### src/rtl/cpu_pkg.sv
// ---------------------------------------------------------------------------
// cpu_pkg : shared widths and types for the 8-bit core's return stack
// Rev 1.0
// ---------------------------------------------------------------------------
`default_nettype none

package cpu_pkg;

  localparam int AW       = 8;
  localparam int RS_DEPTH = 8;
  localparam int RS_SPW   = $clog2(RS_DEPTH) + 1;
  localparam int RS_IW    = $clog2(RS_DEPTH);

  typedef logic [AW-1:0]     addr_t;
  typedef logic [RS_SPW-1:0] rs_cnt_t;

  typedef enum logic [1:0] {
    RS_IDLE    = 2'd0,
    RS_PUSH    = 2'd1,
    RS_POP     = 2'd2,
    RS_REPLACE = 2'd3
  } rs_op_e;

  function automatic rs_op_e rs_decode(input logic push, input logic pop);
    rs_op_e op;
    case ({push, pop})
      2'b10:   op = RS_PUSH;
      2'b01:   op = RS_POP;
      2'b11:   op = RS_REPLACE;
      default: op = RS_IDLE;
    endcase
    return op;
  endfunction

endpackage

`default_nettype wire

### src/rtl/return_stack_if.sv
// ---------------------------------------------------------------------------
// return_stack_if : control-unit strobes and stack status
// Rev 1.0
// ---------------------------------------------------------------------------
`default_nettype none

interface return_stack_if;
  import cpu_pkg::*;

  logic    push;
  addr_t   push_addr;
  logic    pop;
  logic    clear_err;
  addr_t   top_addr;
  rs_cnt_t count;
  logic    empty;
  logic    full;
  logic    overflow;
  logic    underflow;

  modport master (
    output push, push_addr, pop, clear_err,
    input  top_addr, count, empty, full, overflow, underflow
  );

  modport slave (
    input  push, push_addr, pop, clear_err,
    output top_addr, count, empty, full, overflow, underflow
  );

endinterface

`default_nettype wire

### src/rtl/sticky_flag.sv
// ---------------------------------------------------------------------------
// sticky_flag : set/clear flag, set has priority over clear
// Rev 1.0
// ---------------------------------------------------------------------------
`default_nettype none

module sticky_flag (
  input  wire logic clk,
  input  wire logic rst,
  input  wire logic set,
  input  wire logic clr,
  output logic      flag
);

  logic flag_d;
  logic flag_q;

  always_comb begin
    flag_d = set | (flag_q & ~clr);
  end

  always_ff @(posedge clk or posedge rst) begin
    if (rst) begin
      flag_q <= 1'b0;
    end else begin
      flag_q <= flag_d;
    end
  end

  assign flag = flag_q;

endmodule

`default_nettype wire

### src/rtl/return_stack.sv
// ---------------------------------------------------------------------------
// return_stack : CALL/RET return-address LIFO with registered top and sticky errors
// Rev 1.0
// ---------------------------------------------------------------------------
`default_nettype none

module return_stack
  import cpu_pkg::*;
(
  input wire logic      clk,
  input wire logic      rst,
  return_stack_if.slave bus
);

  localparam rs_cnt_t C_CNT_ONE  = RS_SPW'(1);
  localparam rs_cnt_t C_CNT_TWO  = RS_SPW'(2);
  localparam rs_cnt_t C_CNT_FULL = RS_SPW'(RS_DEPTH);

  addr_t   mem_q [RS_DEPTH];
  addr_t   mem_d [RS_DEPTH];
  addr_t   top_d;
  addr_t   top_q;
  rs_cnt_t count_d;
  rs_cnt_t count_q;
  rs_cnt_t cnt_m1;
  rs_cnt_t cnt_m2;
  logic    empty;
  logic    full;
  logic    ovf_set;
  logic    unf_set;
  rs_op_e  op;

  assign empty  = (count_q == '0);
  assign full   = (count_q == C_CNT_FULL);
  assign cnt_m1 = count_q - C_CNT_ONE;
  assign cnt_m2 = count_q - C_CNT_TWO;
  assign op     = rs_decode(bus.push, bus.pop);

  always_comb begin
    mem_d   = mem_q;
    top_d   = top_q;
    count_d = count_q;
    ovf_set = 1'b0;
    unf_set = 1'b0;
    case (op)
      RS_PUSH: begin
        if (full) begin
          ovf_set = 1'b1;
        end else begin
          mem_d[count_q[RS_IW-1:0]] = bus.push_addr;
          count_d                   = count_q + C_CNT_ONE;
          top_d                     = bus.push_addr;
        end
      end
      RS_POP: begin
        if (empty) begin
          unf_set = 1'b1;
        end else begin
          count_d = cnt_m1;
          // New top is the entry below the current one; nothing left shows as 0
          top_d   = (count_q >= C_CNT_TWO) ? mem_q[cnt_m2[RS_IW-1:0]] : '0;
        end
      end
      RS_REPLACE: begin
        if (empty) begin
          mem_d[0] = bus.push_addr;
          count_d  = C_CNT_ONE;
          top_d    = bus.push_addr;
          unf_set  = 1'b1;
        end else begin
          mem_d[cnt_m1[RS_IW-1:0]] = bus.push_addr;
          top_d                    = bus.push_addr;
        end
      end
      default: begin
      end
    endcase
  end

  // Storage needs no reset: only entries below count are ever read
  always_ff @(posedge clk) begin
    mem_q <= mem_d;
  end

  always_ff @(posedge clk or posedge rst) begin
    if (rst) begin
      top_q   <= '0;
      count_q <= '0;
    end else begin
      top_q   <= top_d;
      count_q <= count_d;
    end
  end

  sticky_flag u_overflow (
    .clk  (clk),
    .rst  (rst),
    .set  (ovf_set),
    .clr  (bus.clear_err),
    .flag (bus.overflow)
  );

  sticky_flag u_underflow (
    .clk  (clk),
    .rst  (rst),
    .set  (unf_set),
    .clr  (bus.clear_err),
    .flag (bus.underflow)
  );

  assign bus.top_addr = top_q;
  assign bus.count    = count_q;
  assign bus.empty    = empty;
  assign bus.full     = full;

endmodule

`default_nettype wire
### src/flat_wrapper.sv
// flat-port wrapper written by rule: the top's interface ports become plain ports
module return_stack_flat import cpu_pkg::*;
  (clk, rst, bus_push, bus_push_addr, bus_pop, bus_clear_err, bus_top_addr, bus_count, bus_empty, bus_full, bus_overflow, bus_underflow);
  return_stack_if bus_i ();
  input wire logic clk;
  input wire logic rst;
  input wire logic [$bits(bus_i.push)-1:0] bus_push;
  input wire logic [$bits(bus_i.push_addr)-1:0] bus_push_addr;
  input wire logic [$bits(bus_i.pop)-1:0] bus_pop;
  input wire logic [$bits(bus_i.clear_err)-1:0] bus_clear_err;
  output wire logic [$bits(bus_i.top_addr)-1:0] bus_top_addr;
  output wire logic [$bits(bus_i.count)-1:0] bus_count;
  output wire logic [$bits(bus_i.empty)-1:0] bus_empty;
  output wire logic [$bits(bus_i.full)-1:0] bus_full;
  output wire logic [$bits(bus_i.overflow)-1:0] bus_overflow;
  output wire logic [$bits(bus_i.underflow)-1:0] bus_underflow;
  assign bus_i.push = bus_push;
  assign bus_i.push_addr = bus_push_addr;
  assign bus_i.pop = bus_pop;
  assign bus_i.clear_err = bus_clear_err;
  assign bus_top_addr = bus_i.top_addr;
  assign bus_count = bus_i.count;
  assign bus_empty = bus_i.empty;
  assign bus_full = bus_i.full;
  assign bus_overflow = bus_i.overflow;
  assign bus_underflow = bus_i.underflow;
  return_stack u_core (.clk(clk), .rst(rst), .bus(bus_i));
endmodule
### config.mk
export PLATFORM = sky130hd
export DESIGN_NAME = return_stack_flat
export DESIGN_NICKNAME = d
export VERILOG_FILES = /design/src/rtl/cpu_pkg.sv /design/src/rtl/return_stack_if.sv /design/src/rtl/sticky_flag.sv /design/src/rtl/return_stack.sv /design/src/flat_wrapper.sv
export SDC_FILE = /design/constraint.sdc
export NUM_CORES = 1
export LEC_CHECK = 0
export BUFFER_PORTS_ARGS = -buffer_cell sky130_fd_sc_hd__buf_2
export CELL_PAD_IN_SITES_DETAIL_PLACEMENT = 0
export CELL_PAD_IN_SITES_GLOBAL_PLACEMENT = 1
export CORE_ASPECT_RATIO = 1.75
export CORE_MARGIN = 3
export CORE_UTILIZATION = 40
export CTS_CLUSTER_SIZE = 8
export DETAILED_ROUTE_END_ITERATION = 8
export PLACE_DENSITY_LB_ADDON = 0.1
export SLEW_MARGIN = 25
export SYNTH_ARGS = -nofsm -noshare
export SYNTH_HDL_FRONTEND = slang
export SYNTH_HIERARCHICAL = 1
export SYNTH_SLANG_ARGS = --single-unit
### constraint.sdc
create_clock -name clk -period 3.3 [get_ports clk]
set_clock_uncertainty 0.15 [all_clocks]
set_input_delay 0.495 -clock clk [delete_from_list [all_inputs] [get_ports clk]]
set_output_delay 0.495 -clock clk [all_outputs]
set_load 0.05 [all_outputs]
== Word level (Yosys, flattened, before mapping) ==
Cells that the tools add are included.
Cells by class
  bitwise gates (word level): 8
  equality and inequality tests: 11
  muxes and demuxes: 26
  reduce and logical (&&, ||, !) cells: 10
  $lt $le $gt $ge: 6
  add/subtract/negate cells: 3
Operators by type and width (number)
  $bwmux 64: 2
  $pmux 64 s2: 1
  $mux 64: 1
  $mux 8: 8
  $mux 56: 1
  $demux 8 s3: 2
  $bmux 8 s3: 1
  $pmux 8 s3: 1
  $ge 4x4->1 const B: 3
  $mux 4: 3
  $not 3->4: 3
  $pmux 4 s3: 1
  $eq 2x2->1 const B: 4
  $lt 4x1->1 const B: 2
  $ne 2x2->1 const B: 4
  $pmux 2 s3: 1
  $reduce_and 3->1: 2
  $add 4x1->4 const B: 1
  $eq 2x1->1 const B: 2
  $eq 4x4->1 const B: 1
  $ge 4x2->1 const B: 1
  $logic_not 4->1: 1
  $mux 1: 4
  $reduce_and 4->1: 1
  other kinds (10): 13
Word-level totals
  output and inout bits: 16
  flip-flop bits (word level): 78
  word-level logic and storage cells: 76

== Longest topological paths before layout ==
Gate-level depths: netlist (run 1).
  depth in word-level cells: 9
  depth in mapped cells: 10
  mapped depth without buffers: 6

== Modules after synthesis ==
The synthesis (run 1) kept the hierarchy.
Modules (own cells, without submodules)
  return_stack: sequential area each 2222.1 µm², cells an instance 320, area each 4159.0 µm², times used 1
  sticky_flag: sequential area each 25.0 µm², cells an instance 4, area each 40.0 µm², times used 2

== Worst setup path after synthesis (run 1) ==
No wires, ideal clock.
  kind: flip-flop to flip-flop
  start: register u_core.count_q[1] (netlist: u_core/bus.count[1])
  end: register u_core/mem_q[56] (netlist bit), enable pin
  buffers on the path: 2
  setup time: 383 ps
  slack: -68 ps
  required time: 2767 ps
  arrival time: 2834 ps
  stages on the path, launching flop included: 9
  cells stage by stage: dfrtp_1 buf_6 clkinv_1 ha_1 buf_1 nand3_1 o211ai_1 o21ai_0 nor3_1
Between the ends
  cells in the longest elaborated chain, start to end: 3
RTL lines
  from (decl): line return_stack.sv:24  | rs_cnt_t count_q;
  from (signal assigned): line return_stack.sv:91  | count_q <= count_d;
  $eq 4x4->1: line return_stack.sv:34  | assign full = (count_q == C_CNT_FULL);
  $ne 2x2->1 (no source line)
  $reduce_and 2->1 (no source line)
  to (signal assigned): line return_stack.sv:82  | mem_q <= mem_d;
  to (decl): line return_stack.sv:19  | addr_t mem_q [RS_DEPTH];
No other way between the ends.
A chain may end at the register's enable or synchronous reset.

== Final worst setup path (run 1) ==
  start: register u_core.count_q[0] (netlist: u_core/bus.count[0])
  end: register u_core/mem_q[32] (netlist bit), enable pin
Between the ends
  cells in the longest elaborated chain, start to end: 3
  elaborated cells between the ends (all ways): 5
RTL lines (line)
  $eq 4x4->1 / $logic_not 4->1 (equally long branches): return_stack.sv:34, return_stack.sv:33
  $ne 2x2->1 (no source line)
  $reduce_and 3->1 (no source line) (*)
Mark *: on every way between the ends. The rest lies on a longest branch, timed or not.

==> metrics.md, run 1 <==
| Metric | Value |
|---|---|
| Syn_area_per_cell | `12.92 sq um` |
| Seq cells post-synth | `78` |
| Post-synth EDFFs | `64` |
| WP data required | `3.11 ns` |
| Syn Inst Count | `328` |
| Most common cell after layout, fill and taps aside | `edfxtp_1` |
| Maximum VDD drop | `0.6478 mV` |
| Vias per cell | `5.602` |
| Worst setup SP type | `flop` |
| Antenna Violating Nets Remaining | `0` |
| Nets | `384` |
| CP Capture Type | `flop` |
| Wire length on met1 | `4385 um` |
| Hold slack | `0.2918 ns` |
| Clock Latency Late Sink | `0.33 ns` |
| WL per Instance | `22.84 um` |
| Initial Util | `0.4116` |
| Drt first-iter violations | `131` |
| TritonCTS clock tree | `done` |
| Post-CTS Setup Bufs | `0` |
| Ant. Diodes | `0` |
| Die H | `142.2 um` |
| # clock sinks | `78` |
| Die X-Extent | `83.82 um` |
| FMAX | `369.3 MHz` |
| Vias in the first global route | `2,875` |
| Setup TNS | `0 ns` |
| Worst-Margin Slew | `0.8096 ns` |
| Die area | `0.01192 sq mm` |
| Port Buffers | `28` |
| Fin crit share | `0.8205` |
| WP data arrival | `2.52 ns` |
| Commonest non-fill, non-tap cells in the layout | `edfxtp_1 (64), nor2b_1 (38), and2_1 (34), buf_2 (28), nand2_1 (21)` |
| Worst Setup Path Type | `flop to flop` |
| Syn nets | `349` |
| Total congestion overflow | `0` |
| DRT Pass-1 Iters | `4` |
| Max clock buf depth | `2` |
| Relative slew slack | `0.4591` |
| Slowest CP cell | `nor2_1` |
| P per Cell Area | `975.3 mW/mm^2` |
| Hold Violations, Final | `0` |
| Status | `complete, no violations` |
| Fin. max-slew vios | `0` |
| Core area | `0.01030 sq mm` |
| Drt total wl | `11,310 um` |
| Initial antenna violation count | `0` |
| RSZ-0062 raised after global routing | `no` |
| Num CTS Buffers | `9` |
| Root buffer cell | `clkbuf_16` |
| GPL Wtd Cong | `0.7855` |
| Fraction of layout cells with a size suffix above 1 | `0.2092` |
| Pin count of the biggest net entering global routing | `36` |
| Max H-tree Level | `3` |
| Post-CTS Hold Buffers | `1` |
| Max-cap check violation count | `0` |
| Most used flip-flop cell after synthesis | `edfxtp_1` |
| Total GRT Usage | `0.1987` |
| P_leak | `1.826 nW` |
| CP top delay family | `simple AND/OR/NAND/NOR gates` |
| # rows | `49` |
| Drt drc | `0` |
| Setup-failing EPs final | `0` |
| Met3 wire len | `416 um` |
| Yosys cell types | `56` |
| Post-place setup slack | `0.5062 ns` |
| Highest routed layer | `met4` |
| Clock slew at reported path FFs | `0.06 ns` |
| Flop2flop setup slack | `0.59 ns` |
| Post-CTS Resized | `0` |
| First-pass GRT wire length | `17,570 um` |
| Final worst slack | `0.5925 ns` |
| Detailed-route via count | `2,773` |
| Yosys warnings | `6` |
| Worst hold path type | `primary input to flop` |
| Max stage delay on crit path | `0.61 ns` |
| Seq/Total Area, Yosys | `0.5360` |
| HPWL after DPL | `8021 um` |
| Tmin final | `2.708 ns` |
| Area growth from synthesis to layout | `14.40%` |
| Crit Path Max Fanout | `13` |
| Io pins | `29` |
| WL met2 | `6104 um` |
| Ys async rst share | `0.1795` |
| Synthesized area | `0.004239 sq mm` |
| Critical path cell sequence | `inv_1 -> ha_1 -> nor4_1 -> a31oi_2 -> nor2_1` |
| Number of buffers and inverters on the critical path | `1` |
-- synthesized netlist by cell type, types with 7 or more instances --
library cell / n / area [sq um]
nor2_1: 7 / 26.28
dfrtp_1: 14 / 350.3
a22oi_1: 7 / 52.55
mux4_2: 9 / 202.7
edfxtp_1: 64 / 1922
a21oi_1: 12 / 60.06
and2_1: 34 / 212.7
nor2b_1: 38 / 237.7
mux4_1: 7 / 183.9
inv_1: 11 / 41.29
nand2_1: 21 / 78.83
o21ai_0: 7 / 35.03
ha_1: 8 / 100.1
-- layer usage --
| metal | vias up | global-route usage |
|---|---|---|
| met5 | - | 0 |
| li1 | 1297 | - |
| met3 | 21 | 0.03708 |
| met1 | 1387 | 0.2306 |
| met4 | 0 | 0.08644 |
| met2 | 68 | 0.3559 |
-- stage by stage --
stage	cells	total power [mW]	cell area, sq um	utilization
floorplan	328	3.063	4244	-
global placement	478	3.647	4508	0.4377
detailed placement	478	3.652	4508	0.4377
CTS	495	4.782	4850	0.4708
global route	495	4.986	4850	0.4708
finish	495	4.730	4850	0.4708
-- registers in the layout (all words and copies together), names as in the netlist --
name                     count
u_core/mem_q                64
u_core/bus.top_addr          8
u_core/bus.count             4
u_core/u_overflow/flag       1
u_core/u_underflow/flag      1
-- area by class of cell --
cell class	count	area (sq um)
sequential	78	2272
inverter	12	45.04
clock buffer	11	232.7
fill	980	5450
tap	127	158.9
timing repair buffer	42	247.7
clock inverter	5	98.84
multi-input combinational	220	1794
-- report_power, final --
group	total [mW]	internal, mW	switching [mW]
Sequential	1.45	1.35	0.100
Clock	1.11	0.736	0.377
Combinational	2.17	0.763	1.40
Total	4.73	2.85	1.88
-- cells by family (layout without fill, tap and decap cells) --
kind of cell / Yosys count / after routing / synth area share
XOR/XNOR: 4 / 4 / 0.008266
flip-flops: 78 / 78 / 0.5360
buffers and inverters: 30 / 70 / 0.04191
adder cells (fa/ha/maj): 8 / 8 / 0.02361
AND/OR/NAND/NOR: 122 / 122 / 0.1653
multiplexers: 19 / 19 / 0.09858
AO/OA/AOI/OAI: 67 / 67 / 0.1263
-- worst paths after layout --
| kind | start | to | depth (start not counted) |
|---|---|---|---|
| worst min register to register | u_core/u_underflow/flag$_DFF_PP0_ | u_core/u_underflow/flag$_DFF_PP0_ | 1 |
| worst min-delay path | bus_clear_err | u_core/u_underflow/flag$_DFF_PP0_ | 3 |
| max in group asynchronous | rst | u_core/bus.top_addr[2]$_DFFE_PP0P_ | 3 |
| worst max-delay path | u_core/bus.count[0]$_DFFE_PP0P_ | u_core/mem_q[32]$_DFFE_PP_ | 5 |
| worst max register to register | u_core/bus.count[0]$_DFFE_PP0P_ | u_core/mem_q[32]$_DFFE_PP_ | 5 |
| min in group asynchronous | rst | u_core/u_underflow/flag$_DFF_PP0_ | 3 |
-- worst min-delay path, cell delays in order --
cell and delay (ns):
buf_2 0.11, inv_1 0.04, a21o_1 0.10
No activity file was read; power rests on OpenSTA's default activity.
==> run 2, diff against run 1 <==
- clock period: 3.3 -> 2.7 ns (I/O delays scaled with it)
==> metrics.md, run 2 (synthesized netlist as in run 1, its figures left out) <==
| Metric | Value |
|---|---|
| TritonCTS clock tree | `done` |
| Final non-filler cell total | `504` |
| Tmin final | `2.593 ns` |
| Worst setup SP type | `flop` |
| Commonest non-fill, non-tap cells in the layout | `edfxtp_1 (64), nor2b_1 (35), and2_1 (34), buf_2 (28)` |
| Max clock buf depth | `2` |
| Critical path cell sequence | `inv_2 -> ha_2 -> buf_4 -> nand3b_1 -> clkinvlp_4 -> buf_2` |
| Fin crit share | `0.9604` |
| GPL Wtd Cong | `0.8359` |
| Post-CTS Setup Bufs | `0` |
| Largest register FFs | `64` |
| Combinational share of power | `0.484` |
| Fin. max-slew vios | `0` |
| Vias in the first global route | `3,001` |
| Total congestion overflow | `0` |
| Post-CTS Hold Buffers | `1` |
| P per Cell Area | `1172 mW/mm^2` |
| Vias per cell | `5.649` |
| Nets | `393` |
| Worst Setup Path Type | `flop to output pin` |
| Relative slew slack | `0.3958` |
| WL per Instance | `22.29 um` |
| # clock sinks | `78` |
| Root buffer cell | `clkbuf_16` |
| Fraction of layout cells with a size suffix above 1 | `0.2573` |
| Clock share of power | `0.207` |
| Total GRT Usage | `0.1964` |
| CP Capture Type | `output pin` |
| Post-route cell area | `0.004926 sq mm` |
| Switching Fraction | `0.4021` |
| Max-cap check violation count | `0` |
| Max stage delay on crit path | `0.40 ns` |
| Hold slack | `0.2077 ns` |
| Post-layout util | `0.4783` |
| Worst hold path type | `primary input to flop` |
| Num CTS Buffers | `9` |
| RSZ-0062 raised after global routing | `no` |
| Cell total after placement | `487` |
| Antenna Violating Nets Remaining | `0` |
| First-pass GRT wire length | `17,340 um` |
| Detailed-route via count | `2,847` |
| Die H | `142.2 um` |
| Setup TNS | `0 ns` |
| WP data required | `2.14 ns` |
| Crit Path Max Fanout | `8` |
| FMAX | `385.6 MHz` |
| Die X-Extent | `83.82 um` |
| Hold Crit Depth | `3` |
| Drt total wl | `11,240 um` |
| Io pins | `29` |
| Flop pwr share | `0.309` |
| Worst reg2reg path depth | `6` |
| Sw Pwr | `2.321 mW` |
| Post-CTS Resized | `0` |
| Status | `complete, no violations` |
| Max H-tree Level | `3` |
| DRT Pass-1 Iters | `4` |
| Most common cell after layout, fill and taps aside | `edfxtp_1` |
| Drt drc | `0` |
| Number of buffers and inverters on the critical path | `4` |
| CP top delay family | `buffers and inverters` |
| Drt first-iter violations | `151` |
| # rows | `49` |
| Pin count of the biggest net entering global routing | `36` |
| Clock slew at reported path FFs | `0.06 ns` |
| Die area | `0.01192 sq mm` |
| Hold Violations, Final | `0` |
| Maximum VDD drop | `0.6001 mV` |
| Worst path depth | `6` |
| Clock Latency Late Sink | `0.33 ns` |
| Largest Register | `u_core/mem_q` |
| HPWL after DPL | `7954 um` |
| Area growth from synthesis to layout | `16.20%` |
| Setup-failing EPs final | `0` |
| Total power | `5.772 mW` |
| Placed cell areas | `0.004627 sq mm` |
| Post-place setup slack | `0.2245 ns` |
| Worst-Margin Slew | `0.9003 ns` |
| Core area | `0.01030 sq mm` |
| Initial antenna violation count | `0` |
| Port Buffers | `28` |
| P_int | `3.451 mW` |
| WP data arrival | `2.04 ns` |
| Final worst slack | `0.1069 ns` |
| P_leak | `1.843 nW` |
| Initial Util | `0.4116` |
| Slowest CP cell | `dfrtp_2` |
| Ant. Diodes | `0` |
## run 2: changes by cell type in the layout (fill, tap and decap cells not counted), moves of 2 or more
cell | before | now
nor2_2 | 0 | 3
nor2b_2 | 0 | 2
bufinv_16 | 3 | 1
nor2b_1 | 38 | 35
nor2_1 | 7 | 4
buf_4 | 13 | 21
dfrtp_1 | 14 | 12
clkinv_1 | 2 | 0
inv_1 | 11 | 9
clkbuf_1 | 2 | 4
## run 2: worst min-delay path, cell delays in order
cell    delay [ns]
buf_2         0.10
inv_1         0.04
a21o_1        0.10
## run 2: area by class of cell
class / instances / area (sq um)
Timing Repair Buffer: 51 / 327.8
Clock buffer: 14 / 254.0
Inverter: 12 / 50.05
Sequential cell: 78 / 2277
Multi-Input combinational cell: 220 / 1823
Tap cell: 127 / 158.9
Fill cell: 938 / 5374
Clock inverter: 2 / 35.03
## run 2: final timing paths
path	slack, ns	startpoint	to
setup / recovery	0.11	u_core/bus.count[0]$_DFFE_PP0P_	bus_full
hold / removal	0.21	bus_clear_err	u_core/u_overflow/flag$_DFF_PP0_
setup reg to reg	0.21	u_core/bus.count[0]$_DFFE_PP0P_	u_core/mem_q[30]$_DFFE_PP_
hold reg to reg	0.32	u_core/u_underflow/flag$_DFF_PP0_	u_core/u_underflow/flag$_DFF_PP0_
max in group asynchronous	1.45	rst	u_core/bus.count[1]$_DFFE_PP0P_
min in group asynchronous	0.33	rst	u_core/u_overflow/flag$_DFF_PP0_
## run 2: per-layer routing
layer,part of all wire,GRT usage,up-vias
met3,0.036,0.02723,15
met2,0.54,0.3567,71
met1,0.39,0.2279,1450
li1,-,-,1311
met4,0.027,0.08983,0
met5,0,0,-
## run 2: power by group through the flow
stage | logic [mW] | clock network, mW | registers (mW)
5_1_grt | 3.00 | 1.26 | 1.81
3_3_place_gp | 2.80 | 0 | 1.80
6_report | 2.80 | 1.19 | 1.78
3_5_place_dp | 2.81 | 0 | 1.81
2_1_floorplan | 1.70 | 0 | 2.10
4_1_cts | 2.82 | 1.21 | 1.78
==> run 3, diff against run 2 <==
- BUFFER_PORTS_ARGS: -buffer_cell sky130_fd_sc_hd__buf_2 -> unset
- CTS_BUF_LIST: unset -> sky130_fd_sc_hd__clkbuf_8 sky130_fd_sc_hd__clkbuf_16
- DONT_BUFFER_PORTS: unset -> 1
- RECOVER_POWER: unset -> 100
==> metrics.md, run 3 (synthesized netlist as in run 1, its figures left out) <==
| Metric | Value |
|---|---|
| Antenna Violating Nets Remaining | `0` |
| Crit Path Max Fanout | `10` |
| Drt total wl | `11,040 um` |
| HPWL after DPL | `8013 um` |
| Pin count of the biggest net entering global routing | `31` |
| Worst setup SP type | `flop` |
| Register area | `0.002277 sq mm` |
| Total congestion overflow | `0` |
| TritonCTS clock tree | `done` |
| Port Buffers | `0` |
| Root buffer cell | `clkbuf_16` |
| CP Capture Type | `output pin` |
| Worst Setup Path Type | `flop to output pin` |
| Most common cell after layout, fill and taps aside | `edfxtp_1` |
| Die X-Extent | `83.82 um` |
| Relative slew slack | `0.4957` |
| Max H-tree Level | `3` |
| Status | `complete, no violations` |
| Io pins | `29` |
| Fin. max-slew vios | `0` |
| Drt first-iter violations | `189` |
| GPL Wtd Cong | `0.8164` |
| Setup TNS | `0 ns` |
| Commonest non-fill, non-tap cells in the layout | `edfxtp_1 (64), nor2b_1 (35), nand2_1 (21), and2_1 (21), and2_0 (13)` |
| Worst-Margin Slew | `0.7467 ns` |
| Clock slew at reported path FFs | `0.06 ns` |
| Max clock buf depth | `2` |
| RSZ-0062 raised after global routing | `no` |
| WP data arrival | `1.92 ns` |
| Vias per cell | `5.669` |
| Core area | `0.01030 sq mm` |
| Tmin final | `2.472 ns` |
| First-pass GRT wire length | `17,530 um` |
| Fin crit share | `0.9155` |
| Clock Latency Late Sink | `0.33 ns` |
| Fraction of layout cells with a size suffix above 1 | `0.1667` |
| Hold Violations, Final | `0` |
| Max-cap check violation count | `0` |
| Maximum VDD drop | `0.4618 mV` |
| DRT Pass-1 Iters | `4` |
| # clock sinks | `78` |
| Nets | `364` |
| Area growth from synthesis to layout | `10.95%` |
| Num CTS Buffers | `9` |
| P per Cell Area | `1174 mW/mm^2` |
| Largest Register | `u_core/mem_q` |
| Footprint of the multi-input gates | `0.001782 sq mm` |
| Largest register FFs | `64` |
| Total GRT Usage | `0.1982` |
| Initial antenna violation count | `0` |
| Post-layout util | `0.4566` |
| Post-CTS Resized | `0` |
| WP data required | `2.14 ns` |
| Clock share of power | `0.214` |
| P_leak | `1.673 nW` |
| Sw Pwr | `2.240 mW` |
| Die H | `142.2 um` |
| Die area | `0.01192 sq mm` |
| Fill count | `975` |
| Vias in the first global route | `2,870` |
| Switching Fraction | `0.4058` |
| Final worst slack | `0.2281 ns` |
| Hold slack | `0.08214 ns` |
| Drt drc | `0` |
| Setup-failing EPs final | `0` |
| Worst hold path type | `primary input to flop` |
| Post-place setup slack | `0.2816 ns` |
| # rows | `49` |
| Ant. Diodes | `0` |
| Combinational share of power | `0.422` |
| P_int | `3.280 mW` |
| WL per Instance | `23.24 um` |
| FMAX | `404.5 MHz` |
| Total power | `5.519 mW` |
| Flop pwr share | `0.364` |
| Detailed-route via count | `2,693` |
| Initial Util | `0.4116` |
[run 3: changes by cell type in the layout (fill, tap and decap cells not counted), moves of 3 or more]
| cell | previous run | this run |
|---|---|---|
| buf_2 | 28 | 1 |
| clkinv_2 | 2 | 5 |
| and2_1 | 34 | 21 |
| and2_0 | 0 | 13 |
| clkbuf_1 | 4 | 8 |
| buf_4 | 21 | 10 |
[run 3: worst max-delay path, cell delays in order (launching register included)]
cell,delay (ns)
dfrtp_4,0.48
clkinv_2,0.06
ha_2,0.29
buf_4,0.16
nand3b_1,0.23
clkinvlp_4,0.17
buf_4,0.20
[run 3: final timing paths]
| path | startpoint | endpoint | slack, ns | cells after the start |
|---|---|---|---|---|
| max | u_core/bus.count[1]$_DFFE_PP0P_ | bus_full | 0.23 | 6 |
| min | bus_push_addr[1] | u_core/bus.top_addr[1]$_DFFE_PP0P_ | 0.08 | 2 |
| max reg2reg | u_core/bus.count[1]$_DFFE_PP0P_ | u_core/mem_q[61]$_DFFE_PP_ | 0.23 | 6 |
| min reg2reg | u_core/bus.count[3]$_DFFE_PP0P_ | u_core/bus.count[3]$_DFFE_PP0P_ | 0.52 | 1 |
| max in group asynchronous | rst | u_core/bus.count[1]$_DFFE_PP0P_ | 1.48 | 2 |
| min in group asynchronous | rst | u_core/u_underflow/flag$_DFF_PP0_ | 0.26 | 2 |
[run 3: power groups by stage]
stage	sequential (mW)	combinational [mW]	clock, mW
2_1_floorplan	2.10	1.70	0
3_3_place_gp	2.04	2.42	0
3_5_place_dp	2.04	2.45	0
4_1_cts	2.01	2.46	1.20
5_1_grt	2.04	2.55	1.27
6_report	2.01	2.33	1.18
[run 3: final cells by class]
cell class / instances / share of cell area
sequential: 78 / 0.4842
multi-input combinational: 220 / 0.3788
clock buffer: 9 / 0.04789
tap: 127 / 0.03379
timing repair buffer: 22 / 0.03086
clock inverter: 7 / 0.01383
inverter: 12 / 0.01064
[run 3: repair_timing]
action,4_1_cts,5_1_grt
hold buffers,1,0
setup buffers,0,0
hold endpoints to repair,14,0
setup endpoints to repair,0,0
[run 3: per-stage QoR]
stage	cell area (sq um)	cells
after floorplan	4289	328
after global placement	4479	458
after detailed placement	4479	458
after CTS	4780	475
after global routing	4703	475
final	4703	475
[run 3: per-layer routing]
layer | vias up | share of wire | GRT usage
met1 | 1334 | 0.39 | 0.2320
met4 | 0 | 0.027 | 0.08051
met3 | 20 | 0.035 | 0.03071
met2 | 76 | 0.55 | 0.3605
met5 | - | 0 | 0
li1 | 1263 | - | -
